[src/rtl/handshake_pkg.sv]
// Shared definitions for the handshake fabric: default constant, counter width and the
// occupancy encoding of the two-entry elastic buffers.
package handshake_pkg;

  localparam logic [31:0] DefaultConst    = 32'h0001E951;
  localparam int unsigned DefaultCntWidth = 16;

  typedef enum logic [1:0] {
    OccEmpty = 2'd0,
    OccOne   = 2'd1,
    OccFull  = 2'd2
  } occ_e;

endpackage

[src/rtl/handshake_const_match_if.sv]
// Valid/ready data input channel and 1-bit result output channel of handshake_const_match.
interface handshake_const_match_if #(
  parameter int unsigned DATA_WIDTH = 32
);
  logic [DATA_WIDTH-1:0] ins;
  logic                  ins_valid;
  logic                  ins_ready;
  logic                  outs;
  logic                  outs_valid;
  logic                  outs_ready;

  // Environment side: produces data tokens and consumes match tokens.
  modport master (
    output ins, ins_valid, outs_ready,
    input  ins_ready, outs, outs_valid
  );

  modport slave (
    input  ins, ins_valid, outs_ready,
    output ins_ready, outs, outs_valid
  );
endinterface

[src/rtl/handshake_fifo2.sv]
// Generic two-entry elastic FIFO. Both ready and valid are pure functions of the
// registered occupancy, so neither channel sees a combinational path from the other.
module handshake_fifo2
  import handshake_pkg::*;
#(
  parameter int unsigned Width = 1
) (
  input  logic             clk,
  input  logic             rst,
  input  logic [Width-1:0] in_data,
  input  logic             in_valid,
  output logic             in_ready,
  output logic [Width-1:0] out_data,
  output logic             out_valid,
  input  logic             out_ready
);

  occ_e             occ_q, occ_d;
  logic [Width-1:0] head_q, head_d;
  logic [Width-1:0] tail_q, tail_d;
  logic             push, pop;

  assign in_ready  = (occ_q != OccFull);
  assign out_valid = (occ_q != OccEmpty);
  assign out_data  = head_q;
  assign push      = in_valid & in_ready;
  assign pop       = out_valid & out_ready;

  always_comb begin
    occ_d  = occ_q;
    head_d = head_q;
    tail_d = tail_q;
    unique case (occ_q)
      OccEmpty: begin
        if (push) begin
          occ_d  = OccOne;
          head_d = in_data;
        end
      end
      OccOne: begin
        if (push && pop) begin
          head_d = in_data;
        end else if (push) begin
          occ_d  = OccFull;
          tail_d = in_data;
        end else if (pop) begin
          occ_d = OccEmpty;
        end
      end
      OccFull: begin
        if (pop) begin
          occ_d  = OccOne;
          head_d = tail_q;
        end
      end
      default: occ_d = OccEmpty;
    endcase
  end

  always_ff @(posedge clk or negedge rst) begin
    if (!rst) begin
      occ_q  <= OccEmpty;
      head_q <= '0;
      tail_q <= '0;
    end else begin
      occ_q  <= occ_d;
      head_q <= head_d;
      tail_q <= tail_d;
    end
  end

endmodule

[src/rtl/handshake_const_match.sv]
// Compares each accepted token with CONST_VALUE and emits a 1-bit match token through a
// two-entry elastic buffer. Statistics are built only when HANDSHAKE_MATCH_STATS_EN is defined.
module handshake_const_match
  import handshake_pkg::*;
#(
  parameter int unsigned DATA_WIDTH  = 32,
  parameter logic [31:0] CONST_VALUE = DefaultConst,
  parameter int unsigned CNT_WIDTH   = DefaultCntWidth
) (
  input  logic                  clk,
  input  logic                  rst,
  handshake_const_match_if.slave bus,
  input  logic                  stats_clr,
  output logic [CNT_WIDTH-1:0]  tok_cnt,
  output logic [CNT_WIDTH-1:0]  miss_cnt,
  output logic                  miss_seen
);

  // Zero-extends or truncates the constant to the data width.
  localparam logic [DATA_WIDTH-1:0] ConstCmp = DATA_WIDTH'(CONST_VALUE);

  logic match;
  logic accept;

  assign match  = (bus.ins == ConstCmp);
  assign accept = bus.ins_valid & bus.ins_ready;

  handshake_fifo2 #(
    .Width (1)
  ) u_fifo (
    .clk       (clk),
    .rst       (rst),
    .in_data   (match),
    .in_valid  (bus.ins_valid),
    .in_ready  (bus.ins_ready),
    .out_data  (bus.outs),
    .out_valid (bus.outs_valid),
    .out_ready (bus.outs_ready)
  );

`ifdef HANDSHAKE_MATCH_STATS_EN
  logic [CNT_WIDTH-1:0] tok_q, tok_d;
  logic [CNT_WIDTH-1:0] miss_q, miss_d;
  logic                 seen_q, seen_d;

  // Clear takes priority over a same-cycle accept; counters stick at all-ones.
  always_comb begin
    tok_d  = tok_q;
    miss_d = miss_q;
    seen_d = seen_q;
    if (stats_clr) begin
      tok_d  = '0;
      miss_d = '0;
      seen_d = 1'b0;
    end else if (accept) begin
      if (tok_q != '1) tok_d = tok_q + CNT_WIDTH'(1);
      if (!match) begin
        if (miss_q != '1) miss_d = miss_q + CNT_WIDTH'(1);
        seen_d = 1'b1;
      end
    end
  end

  always_ff @(posedge clk or negedge rst) begin
    if (!rst) begin
      tok_q  <= '0;
      miss_q <= '0;
      seen_q <= 1'b0;
    end else begin
      tok_q  <= tok_d;
      miss_q <= miss_d;
      seen_q <= seen_d;
    end
  end

  assign tok_cnt   = tok_q;
  assign miss_cnt  = miss_q;
  assign miss_seen = seen_q;
`else
  logic unused_stats;
  assign unused_stats = stats_clr ^ accept;
  assign tok_cnt      = '0;
  assign miss_cnt     = '0;
  assign miss_seen    = 1'b0;
`endif

endmodule
[src/flat_wrapper.sv]
// flat-port wrapper written by rule: the top's interface ports become plain ports
module handshake_const_match_flat import handshake_pkg::*;
#(
  parameter int unsigned DATA_WIDTH  = 32,
  parameter logic [31:0] CONST_VALUE = DefaultConst,
  parameter int unsigned CNT_WIDTH   = DefaultCntWidth
)
  (clk, rst, stats_clr, tok_cnt, miss_cnt, miss_seen, bus_ins, bus_ins_valid, bus_outs_ready, bus_ins_ready, bus_outs, bus_outs_valid);
  handshake_const_match_if #(.DATA_WIDTH(DATA_WIDTH)) bus_i ();
  input  logic clk;
  input  logic rst;
  input  logic stats_clr;
  output logic [CNT_WIDTH-1:0] tok_cnt;
  output logic [CNT_WIDTH-1:0] miss_cnt;
  output logic miss_seen;
  input wire logic [$bits(bus_i.ins)-1:0] bus_ins;
  input wire logic [$bits(bus_i.ins_valid)-1:0] bus_ins_valid;
  input wire logic [$bits(bus_i.outs_ready)-1:0] bus_outs_ready;
  output wire logic [$bits(bus_i.ins_ready)-1:0] bus_ins_ready;
  output wire logic [$bits(bus_i.outs)-1:0] bus_outs;
  output wire logic [$bits(bus_i.outs_valid)-1:0] bus_outs_valid;
  assign bus_i.ins = bus_ins;
  assign bus_i.ins_valid = bus_ins_valid;
  assign bus_i.outs_ready = bus_outs_ready;
  assign bus_ins_ready = bus_i.ins_ready;
  assign bus_outs = bus_i.outs;
  assign bus_outs_valid = bus_i.outs_valid;
  handshake_const_match #(.DATA_WIDTH(DATA_WIDTH), .CONST_VALUE(CONST_VALUE), .CNT_WIDTH(CNT_WIDTH)) u_core (.clk(clk), .rst(rst), .bus(bus_i), .stats_clr(stats_clr), .tok_cnt(tok_cnt), .miss_cnt(miss_cnt), .miss_seen(miss_seen));
endmodule
[config.mk]
export PLATFORM = sky130hd
export DESIGN_NAME = handshake_const_match_flat
export DESIGN_NICKNAME = d
export VERILOG_FILES = /design/src/rtl/handshake_pkg.sv /design/src/rtl/handshake_const_match_if.sv /design/src/rtl/handshake_fifo2.sv /design/src/rtl/handshake_const_match.sv /design/src/flat_wrapper.sv
export SDC_FILE = /design/constraint.sdc
export NUM_CORES = 1
export LEC_CHECK = 0
export CAP_MARGIN = 25
export CORE_UTILIZATION = 25
export DETAILED_ROUTE_END_ITERATION = 10
export GPL_TIMING_DRIVEN = 0
export PLACE_DENSITY = 0.79
export SYNTH_ARGS = -nofsm -noshare
export SYNTH_HDL_FRONTEND = slang
export SYNTH_SLANG_ARGS = --single-unit
[constraint.sdc]
create_clock -name clk -period 1.25 [get_ports clk]
set_input_delay 0.3125 -clock clk [delete_from_list [all_inputs] [get_ports clk]]
set_output_delay 0.3125 -clock clk [all_outputs]
set_load 0.1 [all_outputs]
== After elaboration in Yosys (flattened, before gate mapping) ==
Cells that the tools add are included.
Widths: inputs -> output; s select.
Word-level totals
  bits in registers: 4
  input port bits: 37
  output and inout port bits: 36
  logic and storage cells: 32
Operators by class
  eq/ne operators: 9
  muxes and demuxes: 10
  bitwise gates (word level): 3
  reduce and logical (&&, ||, !) cells: 7
Operators by type and width (count)
  $eq 32x17->1 const B: 1
  $mux 2: 5
  $ne 2x2->1 const B: 5
  $reduce_and 4->1: 2
  $pmux 2 s3: 1
  $mux 1: 3
  $ne 3x3->1 const B: 1
  $pmux 1 s3: 1
  $reduce_and 3->1: 1
  $reduce_bool 3->1: 1
  $and 1x1->1: 2
  $eq 2x1->1 const B: 1
  $eq 2x2->1 const B: 1
  $logic_not 2->1: 1
  $reduce_bool 2->1: 1
  $logic_and 1x1->1: 1
  $not 1->1: 1

== Logic depth before layout (Yosys ltp) ==
Gate-level depths: netlist of the first run.
  word-level depth: 6
  gate-level depth with buffers: 4
  depth with buffers taken out: 4

== Hierarchy ==
A second synthesis of the first run with hierarchy kept.
Second synthesis, totals
  cells, all modules: 65
  area total of the unflattened synthesis: 581.8 um^2
By module, submodules not included
  handshake_const_match: times used 1, cells each 45, area each 357.8 um^2, seq. area each 0.0 um^2
  handshake_fifo2: times used 1, cells each 20, area each 224.0 um^2, seq. area each 100.1 um^2

== Least setup slack after synthesis of the first run ==
Ideal clock, no wire load.
  path type: register to output
  start point: register u_core.u_fifo.occ_q[0]
  end point: output port bus_ins_ready
  arrival time: 1.228 ns
  required time: 0.938 ns
  setup slack: -0.290 ns
  cell stages (with the launch flop): 3
  cells stage by stage: dfrtp_1 and2b_2 inv_1
On the way
  longest elaborated chain between the ends: 1
Ends and longest elaborated chain
  start, declared: RTL line handshake_fifo2.sv:18  | occ_e occ_q, occ_d;
  start signal, assigned: RTL line handshake_fifo2.sv:62  | occ_q <= OccEmpty;
  $ne 2x2->1: RTL line handshake_fifo2.sv:23  | assign in_ready = (occ_q != OccFull);
  end, declared: RTL line flat_wrapper.sv:19  | output wire logic [$bits(bus_i.ins_ready)-1:0] bus_ins_ready;
No other way between the ends.

== Worst setup path after layout of the first run ==
Ends and elaborated chain as after synthesis.

==> results of run 1 <==
==> flip-flops by register name, indices dropped and copies added (netlist names) <==
name and flops:
u_core.u_fifo.occ_q 2, u_core.u_fifo.out_data 1, u_core.u_fifo.tail_q 1
==> layout make-up <==
type / instances / area [um2] / area share
Buffer: 33 / 247.7 / 0.2031
Clock buffer: 3 / 22.52 / 0.01846
Inverter: 3 / 15.01 / 0.01231
Multi-Input combinational cell: 59 / 414.1 / 0.3395
Sequential cell: 4 / 100.1 / 0.08205
Tap cell: 28 / 35.03 / 0.02872
Timing Repair Buffer: 46 / 385.4 / 0.3159
==> power by group <==
group	internal [uW]	switching (uW)
logic	255	677
registers	148	11.7
clock network	107	51.0
total	510	740
==> critical path, stage by stage, from the launching register on <==
cell	delay [ns]
dfrtp_1	0.37
and2b_2	0.25
clkinvlp_4	0.11
buf_12	0.17
==> logic make-up after synthesis <==
logic type / after synthesis
flops: 4
other cells: 1
compound gates: 7
mux: 1
simple gates: 18
buf+inv: 36
==> worst paths after layout <==
check | start | to | slack, ns | depth (start not counted)
min in group clk | u_core.u_fifo.out_data | u_core.u_fifo.out_data | 0.49 | 1
max in group asynchronous | rst | u_core.u_fifo.tail_q | 0.79 | 1
setup reg to reg | u_core.u_fifo.occ_q[1] | u_core.u_fifo.out_data | -0.03 | 5
setup / recovery | u_core.u_fifo.occ_q[0] | bus_ins_ready | -0.20 | 3
hold / removal | rst | u_core.u_fifo.occ_q[0] | 0.29 | 1
hold reg to reg | u_core.u_fifo.out_data | u_core.u_fifo.out_data | 0.49 | 1
==> timing repair <==
action                                  CTS  global route
setup buffers                             7             2
resized for setup                        64            34
endpoints found under the hold margin     0             0
pin swaps                                12            12
endpoints found under the setup margin    5             4
==> metrics by stage <==
stage / cells / hold slack [ns] / TNS [ns] / cell area, um2
detailed placement: 165 / 0.4754 / -3.293 / 1117
finish: 176 / 0.2859 / -0.4059 / 1220
floorplan: 99 / 0.01691 / -0.2872 / 701.9
global route: 176 / 0.2809 / -0.5650 / 1220
global placement: 165 / 0.4596 / -3.080 / 1117
CTS: 175 / 0.2788 / -0.3840 / 1195
==> routing by layer <==
metal  global-route usage  share of wire
met5                    0              0
met4              0.08571          0.012
met3              0.05247           0.13
met2               0.2178           0.55
met1               0.1234           0.31
==> layout by cell type, fill, tap and decap left out <==
| cell | count |
|---|---|
| mux2i_4 | 1 |
| clkbuf_4 | 3 |
| o22ai_4 | 1 |
| and4bb_2 | 1 |
| buf_6 | 2 |
| and2b_2 | 1 |
| buf_4 | 41 |
| and4b_2 | 1 |
| buf_12 | 1 |
| o311ai_4 | 1 |
| nor4_2 | 3 |
| nand4_1 | 3 |
| nor3b_1 | 1 |
| nor4b_2 | 2 |
| clkdlybuf4s15_1 | 10 |
| clkinvlp_4 | 1 |
| dlygate4sd2_1 | 14 |
| o21a_1 | 1 |
| clkdlybuf4s50_1 | 1 |
| or2_2 | 1 |
| dfrtp_1 | 4 |
| inv_1 | 2 |
| o22ai_1 | 1 |
| nand2_1 | 2 |
| clkbuf_2 | 10 |
| nor4bb_4 | 1 |
| nand2_2 | 1 |
| nand3_1 | 1 |
| a21oi_1 | 2 |
| conb_1 | 33 |
| o31ai_4 | 1 |
==> summary.md, run 1 <==
| Metric | Value |
|---|---|
| Clock Skews | `0.001655 ns` |
| Worst setup EP type | `primary output` |
| Fill count | `237` |
| Vias per inst | `3.670` |
| WP data required | `0.94 ns` |
| Post-synth EDFFs | `0` |
| Port Buffer Count | `38` |
| FP Rows | `17` |
| Largest family of logic cells by synthesized area | `buffers and inverters` |
| Gpl congestion | `0.6216` |
| RSZ-0062 raised after global routing | `yes` |
| WP data arrival | `1.14 ns` |
| Final ANT Viol Nets | `0` |
| Net count, final | `187` |
| Share of layout cells above drive strength 1 | `0.4932` |
| Worst setup SP type | `flip-flop` |
| Vias | `646` |
| CTS sink count | `4` |
| Sequential area share after synthesis | `0.1732` |
| Die width | `50.09 um` |
| Post-synthesis compound-gate area fraction | `0.08009` |
| Largest area contributor in the netlist | `buf_4` |
| Tot GR Track Use | `0.1275` |
| DRT iter0 DRCs | `5` |
| Routed WL | `1527 um` |
| #FFs+latches synth | `4` |
| Htree depth | `1` |
| Post-route minimum period | `1.451 ns` |
| Power density cells | `1025 nW/um2` |
| Worst IR Drop VDD | `569.4 uV` |
| Root buf cell | `clkbuf_4` |
| Max Slew Vio Count | `0` |
| Max-Cap Viols | `0` |
| Mapped Area | `578.1 um2` |
| ANT cells | `0` |
| Most numerous cell in the Yosys netlist | `buf_4` |
| Ports | `73` |
| Max Freq | `0.6893 GHz` |
| Worst Path Class, Setup | `reg2out` |
| Vias in the first global route | `590` |
| Clock Path Buffers | `2` |
| Leak Pwr | `0.0006536 uW` |
| Synthesized instance count | `67` |
| Worst-path clk slew | `0.04 ns` |
| Synth top area cells | `buf_4 43%, dfrtp_1 17%, nor4_2 6.5%` |
| Detailed placer's ending HPWL | `1252 um` |
| GRT Residual Overflow | `0` |
| XOR/XNOR Fraction of Synth Area | `0` |
| Synth unique cells | `21` |
| Routed length per instance | `8.676 um` |
| Post-Synth Simple-Gate Area | `0.2749` |
| Hold Vio Cnt, Final | `0` |
| Failing checks | `setup timing` |
| Synth warn | `0` |
| Critical path peak fanout | `3` |
| Util after Layout | `0.5568` |
| Largest net degree at the start of global routing | `7` |
| CTS tree | `done` |
| Die Y | `50.09 um` |
| Synth-to-layout area growth | `111.0%` |
| Dominant synthesized flop cell | `dfrtp_1` |
| Syn_area_per_cell | `8.628 um2` |
| Mux contribution to synthesized area | `0.01732` |
| Final worst path period share | `1.161` |
| Commonest cells in the netlist | `33 x buf_4, 4 x dfrtp_1` |
| Core area | `2191 um2` |
| CTS Hold Buffers Added | `0` |
| Worst-Skew Late Latency | `0.23 ns` |
| Worst Hold Class | `in2async` |
| DR DRC count | `0` |
| Post-synth top area share | `0.4286` |
| Setup slack after layout | `-0.2009 ns` |
| Initial core utilization | `0.2638` |
| TritonCTS Buffers | `3` |
| Status | `complete, but fails checks` |
| Pre-CTS setup slack | `-0.9317 ns` |
| Adder-Cell Fraction of Synth Area | `0` |
| Total power | `1250 uW` |
| FFs w/ async S/R, synth | `1.000` |
| DR pass1 iterations | `2` |
| Finish-stage setup viols | `3` |
| First-pass GRT wire length | `2359 um` |
| Full die area | `2509 um2` |
| Initial antenna violation count | `0` |
(Power assumes the default switching activity.)
==> run 2: changes to the inputs <==
--- a/config.mk
+++ b/config.mk
@@ -6,10 +6,12 @@
 export NUM_CORES = 1
 export LEC_CHECK = 0
 export CAP_MARGIN = 25
+export CORE_ASPECT_RATIO = 1.2
 export CORE_UTILIZATION = 25
 export DETAILED_ROUTE_END_ITERATION = 10
 export GPL_TIMING_DRIVEN = 0
 export PLACE_DENSITY = 0.79
+export SETUP_SLACK_MARGIN = 0.5
 export SYNTH_ARGS = -nofsm -noshare
 export SYNTH_HDL_FRONTEND = slang
 export SYNTH_SLANG_ARGS = --single-unit
==> summary.md, run 2 (synthesis gave the netlist of run 1 again) <==
| Metric | Value |
|---|---|
| Status | `complete, but fails checks (unchanged)` |
| Failing checks | `setup timing (unchanged)` |
| Vias in the first global route | `635 (was 590)` |
| Vias | `688 (was 646)` |
| WP data required | `0.94 ns (about the same)` |
| Final instance area | `1226 um2 (was 1220 um2)` |
| M3 GR Usage | `0.04290 (was 0.05247)` |
| Routed length per instance | `9.049 um (was 8.676 um)` |
| Initial core utilization | `0.2730 (was 0.2638)` |
| Vias per inst | `3.760 (was 3.670)` |
| CTS sink count | `4 (unchanged)` |
| Htree depth | `1 (unchanged)` |
| Worst IR Drop VDD | `603.1 uV (was 569.4 uV)` |
| First-pass GRT wire length | `2532 um (was 2359 um)` |
| Worst-Skew Late Latency | `0.24 ns (was 0.23 ns)` |
| Worst Hold Class | `in2async (unchanged)` |
| Ports | `73 (unchanged)` |
| Area of the multi-input gates | `375.4 um2 (was 414.1 um2)` |
| Gr busiest metal | `met2 (unchanged)` |
| Gpl congestion | `0.6328 (was 0.6216)` |
| Max Slew Vio Count | `0 (unchanged)` |
| Port Buffer Count | `38 (unchanged)` |
| Worst Path Class, Setup | `reg2out (unchanged)` |
| DR pass1 iterations | `4 (was 2)` |
| Synth-to-layout area growth | `112.1% (was 111.0%)` |
| Clock Path Buffers | `2 (unchanged)` |
| Met1 Usage GRT | `0.1307 (was 0.1234)` |
| Pre-CTS setup slack | `-0.9329 ns (was -0.9317 ns)` |
| Dpl cell area | `1137 um2 (was 1117 um2)` |
| CTS tree | `done (unchanged)` |
| Most frequent cells in the layout | `43 x buf_4, 33 x conb_1, 17 x buf_2, 7 x clkdlybuf4s15_1 (was 41 x buf_4, 33 x conb_1, 14 x dlygate4sd2_1, 10 x clkbuf_2, 10 x clkdlybuf4s15_1)` |
| FP Rows | `18 (was 17)` |
| Max Freq | `0.6756 GHz (was 0.6893 GHz)` |
| Worst-path clk slew | `0.04 ns (about the same)` |
| GRT Residual Overflow | `0 (unchanged)` |
| Power density cells | `1088 nW/um2 (was 1025 nW/um2)` |
| Commonest non-fill, non-tap cell in the layout | `buf_4 (unchanged)` |
| Post-route minimum period | `1.480 ns (was 1.451 ns)` |
| Root buf cell | `clkbuf_4 (unchanged)` |
| Tot GR Track Use | `0.1428 (was 0.1275)` |
| Hold Vio Cnt, Final | `0 (unchanged)` |
| Worst path cell trace | `and2b_2 > clkinvlp_4 > buf_12 (unchanged)` |
| Share of layout cells above drive strength 1 | `0.5817 (was 0.4932)` |
| Largest register by flop count | `u_core.u_fifo.occ_q (unchanged)` |
| ANT cells | `0 (unchanged)` |
| Final ANT Viol Nets | `0 (unchanged)` |
| Worst setup SP type | `flip-flop (unchanged)` |
| Setup TNS Final | `-0.3637 ns (was -0.4059 ns)` |
| Full die area | `2509 um2 (about the same)` |
| Max incr delay on CP | `0.39 ns (was 0.37 ns)` |
| CP Depth | `3 (unchanged)` |
| DRT iter0 DRCs | `7 (was 5)` |
| Fill count | `211 (was 237)` |
| CP top delay family | `flip-flops (unchanged)` |
| Routed WL | `1656 um (was 1527 um)` |
| Worst setup EP type | `primary output (unchanged)` |
| Initial antenna violation count | `0 (unchanged)` |
| Reg2Reg Depth | `4 (was 5)` |
| Leak Pwr | `0.0006669 uW (was 0.0006536 uW)` |
| Largest net degree at the start of global routing | `7 (unchanged)` |
| Max-Cap Viols | `0 (unchanged)` |
| Die Y | `54.68 um (was 50.09 um)` |
| Total power | `1335 uW (was 1250 uW)` |
| TritonCTS Buffers | `3 (unchanged)` |
| Core area | `2117 um2 (was 2191 um2)` |
| CP max-delay cell | `dfrtp_1 (unchanged)` |
| Net count, final | `191 (was 187)` |
| GR Util met2 | `0.2746 (was 0.2178)` |
| Final worst path period share | `1.184 (was 1.161)` |
| WP data arrival | `1.17 ns (was 1.14 ns)` |
| Register area | `103.9 um2 (was 100.1 um2)` |
| FF-to-FF Start | `u_core.u_fifo.occ_q[1] (unchanged)` |
| DR DRC count | `0 (unchanged)` |
| Buffers & Inverters on Critical Path | `2 (unchanged)` |
| Finish-stage setup viols | `3 (unchanged)` |
| Clock Skews | `0.007064 ns (was 0.001655 ns)` |
| Number of flip-flops under the largest register name | `2 (unchanged)` |
| RSZ-0062 raised after global routing | `yes (unchanged)` |
| Critical path peak fanout | `3 (unchanged)` |
| Die width | `45.90 um (was 50.09 um)` |
| Setup slack after layout | `-0.2301 ns (was -0.2009 ns)` |
| CP Launch Point | `u_core.u_fifo.occ_q[0] (unchanged)` |
| Util after Layout | `0.5792 (was 0.5568)` |
## run 2: cell count changes in the layout (fill, tap and decap cells not counted), moves of 2 or more
cell | before | now
buf_12 | 1 | 3
dlygate4sd2_1 | 14 | 6
clkbuf_2 | 10 | 0
buf_6 | 2 | 6
clkdlybuf4s15_1 | 10 | 7
buf_4 | 41 | 43
buf_2 | 0 | 17
## run 2: layout make-up
type,instances,area share
sequential,4,0.08469
clock buffer,4,0.02143
timing repair buffer,50,0.3429
multi-input combinational,59,0.3061
tap,30,0.03061
inverter,3,0.01224
buffer,33,0.2020
## run 2: where the power goes
part           internal [uW]  total, uW  switching [uW]
Sequential               153        172            18.6
Clock                    120        183            62.5
Combinational            302        980             678
Total                    575       1330             759
## run 2: stage by stage
step                std cells  hold slack (ns)
detailed placement        167           0.4795
CTS                       178           0.2732
finish                    183           0.2734
floorplan                  99          0.01691
global route              183           0.2829
global placement          167           0.4598
## run 2: what timing repair did
action / in CTS / in global routing
buffers inserted: 7 / 5
hold buffers: 0 / 0
endpoints found under the setup margin: 7 / 7
cloned: 0 / 0
pin swaps: 14 / 6
resized for setup: 131 / 4
## run 2: final timing paths
path                                           to  slack, ns
min reg2reg                  u_core.u_fifo.tail_q       0.49
min                        u_core.u_fifo.occ_q[1]       0.27
min in group clk             u_core.u_fifo.tail_q       0.48
max                                 bus_ins_ready      -0.23
max in group asynchronous  u_core.u_fifo.out_data       0.79
max reg2reg                u_core.u_fifo.out_data          0
## run 2: per-layer routing
metal  vias up  wire (um)
li1        339          -
met1       293        502
met2        54        907
met3         2        235
met4         0         12
met5         -          0
==> run 3: changes to the inputs <==
--- a/config.mk
+++ b/config.mk
@@ -11,7 +11,7 @@
 export DETAILED_ROUTE_END_ITERATION = 10
 export GPL_TIMING_DRIVEN = 0
 export PLACE_DENSITY = 0.79
-export SETUP_SLACK_MARGIN = 0.5
+export SETUP_SLACK_MARGIN = 0.4
 export SYNTH_ARGS = -nofsm -noshare
 export SYNTH_HDL_FRONTEND = slang
 export SYNTH_SLANG_ARGS = --single-unit
==> summary.md, run 3 (synthesis gave the netlist of run 1 again) <==
| Metric | Value |
|---|---|
| Initial antenna violation count | `0 (unchanged)` |
| Max Slew Vio Count | `0 (unchanged)` |
| ANT cells | `0 (unchanged)` |
| TritonCTS Buffers | `3 (unchanged)` |
| Routed length per instance | `9.704 um (was 9.049 um)` |
| Gr busiest metal | `met2 (unchanged)` |
| Status | `complete, but fails checks (unchanged)` |
| Full die area | `2509 um2 (unchanged)` |
| Vias in the first global route | `615 (was 635)` |
| Worst setup SP type | `flip-flop (unchanged)` |
| DR pass1 iterations | `4 (unchanged)` |
| FF-to-FF Start | `u_core.u_fifo.occ_q[1] (unchanged)` |
| CP max-delay cell | `dfrtp_1 (unchanged)` |
| Finish-stage setup viols | `3 (unchanged)` |
| Worst hold slack | `0.2749 ns (was 0.2734 ns)` |
| WP data arrival | `1.16 ns (was 1.17 ns)` |
| First-pass GRT wire length | `2401 um (was 2532 um)` |
| RSZ-0062 raised after global routing | `yes (unchanged)` |
| Initial core utilization | `0.2730 (unchanged)` |
| Detailed placer's ending HPWL | `1254 um` |
| Worst path cell trace | `and2b_2 > clkinvlp_4 > buf_12 (unchanged)` |
| Net count, final | `187 (was 191)` |
| CTS tree | `done (unchanged)` |
| Worst Path Class, Setup | `reg2out (unchanged)` |
| Leak Pwr | `0.0006730 uW (was 0.0006669 uW)` |
| Buffers & Inverters on Critical Path | `2 (unchanged)` |
| Commonest non-fill, non-tap cell in the layout | `buf_4 (unchanged)` |
| Pre-CTS setup slack | `-0.9333 ns (was -0.9329 ns)` |
| Dpl cells | `167 (unchanged)` |
| Ports | `73 (unchanged)` |
| Worst-path clk slew | `0.04 ns (about the same)` |
| Clock Skews | `0.006584 ns (was 0.007064 ns)` |
| CTS Hold Buffers Added | `0 (unchanged)` |
| Port Buffer Count | `38 (unchanged)` |
| GR Util met2 | `0.2324 (was 0.2746)` |
| CP top delay family | `flip-flops (unchanged)` |
| Final ANT Viol Nets | `0 (unchanged)` |
| Vias per inst | `3.816 (was 3.760)` |
| Tot GR Track Use | `0.1387 (was 0.1428)` |
| Routed WL | `1737 um (was 1656 um)` |
| Worst-Skew Late Latency | `0.25 ns (was 0.24 ns)` |
| Largest net degree at the start of global routing | `7 (unchanged)` |
| Worst r2r dst | `u_core.u_fifo.out_data (unchanged)` |
| Power density cells | `1032 nW/um2 (was 1088 nW/um2)` |
| GRT Residual Overflow | `0 (unchanged)` |
| DR DRC count | `0 (unchanged)` |
| Critical path peak fanout | `4 (was 3)` |
| WP data required | `0.94 ns (about the same)` |
| M3 GR Usage | `0.06271 (was 0.04290)` |
| Core area | `2117 um2 (unchanged)` |
| Worst setup EP type | `primary output (unchanged)` |
| Share of layout cells above drive strength 1 | `0.5705 (was 0.5817)` |
| Worst IR Drop VDD | `536.9 uV (was 603.1 uV)` |
| Synth-to-layout area growth | `124.9% (was 112.1%)` |
| Final worst path period share | `1.180 (was 1.184)` |
| Met1 Usage GRT | `0.1366 (was 0.1307)` |
| Post-route minimum period | `1.475 ns (was 1.480 ns)` |
| Die Y | `54.68 um (unchanged)` |
| CTS sink count | `4 (unchanged)` |
| DRT iter0 DRCs | `3 (was 7)` |
| Non-filler instance count after layout | `179 (was 183)` |
| Hold Vio Cnt, Final | `0 (unchanged)` |
| Largest register by flop count | `u_core.u_fifo.occ_q (unchanged)` |
| Max incr delay on CP | `0.38 ns (was 0.39 ns)` |
| Failing checks | `setup timing (unchanged)` |
| Max-Cap Viols | `0 (unchanged)` |
| Reg2Reg Depth | `5 (was 4)` |
| Reg-to-reg slack, setup | `-0.07 ns (was 0 ns)` |
| Number of flip-flops under the largest register name | `2 (unchanged)` |
| Gpl congestion | `0.7005 (was 0.6328)` |
| FP Rows | `18 (unchanged)` |
| Vias | `683 (was 688)` |
| Max Freq | `0.6779 GHz (was 0.6756 GHz)` |
| Root buf cell | `clkbuf_4 (unchanged)` |
| Htree depth | `1 (unchanged)` |
| Most frequent cells in the layout | `41 x buf_4, 33 x conb_1, 11 x clkdlybuf4s15_1, 11 x buf_2, 10 x buf_6 (was 43 x buf_4, 33 x conb_1, 17 x buf_2, 7 x clkdlybuf4s15_1)` |
| Setup slack after layout | `-0.2251 ns (was -0.2301 ns)` |
| CP Launch Point | `u_core.u_fifo.occ_q[0] (unchanged)` |
| Worst Hold Class | `in2async (unchanged)` |
| Die width | `45.90 um (unchanged)` |
| Clock Path Buffers | `2 (unchanged)` |
-- run 3: where the power goes --
group,internal (uW),leakage [uW],switching (uW)
combinational,290,0.000608,692
clock,121,0.0000150,69.0
sequential,153,0.0000503,16.5
-- run 3: final cells by class --
type | count | area, um2
repair buffers | 46 | 410.4
plain buffers | 33 | 247.7
clock buffers | 4 | 26.28
inverters | 3 | 15.01
fillers | 197 | 817.0
multi-input cells | 59 | 459.2
flip-flops and latches | 4 | 103.9
well taps | 30 | 37.54
-- run 3: how the worst max path moves through the flow --
stage	slack, ns	cells past startpoint	to
after floorplan	-0.15	3	u_core.u_fifo.occ_q[1]
after global placement	-0.91	3	bus_ins_ready
after global routing	-0.26	3	bus_ins_ready
final	-0.23	3	bus_ins_ready
after CTS	-0.22	3	bus_ins_ready
after detailed placement	-0.93	3	bus_ins_ready
-- run 3: through the flow --
stage | power, uW | util | area (um2) | TNS, ns
finish | 1342 | 0.6141 | 1300 | -0.4800
global placement | 1038 | 0.5349 | 1132 | -2.952
detailed placement | 1046 | 0.5349 | 1132 | -3.165
global route | 1391 | 0.6141 | 1300 | -0.5889
floorplan | 877.5 | - | 714.4 | -0.2867
CTS | 1276 | 0.5632 | 1192 | -0.4253
-- run 3: what timing repair did --
| item | CTS | global route |
|---|---|---|
| pin swaps | 13 | 10 |
| cloned | 0 | 0 |
| gates resized for setup | 128 | 20 |
| setup buffers | 7 | 1 |
| setup endpoints to repair | 7 | 7 |
-- run 3: metal layers --
metal	share of wire	up-vias
li1	-	332
met1	0.33	287
met2	0.52	58
met3	0.13	6
met4	0.025	0
met5	0	-
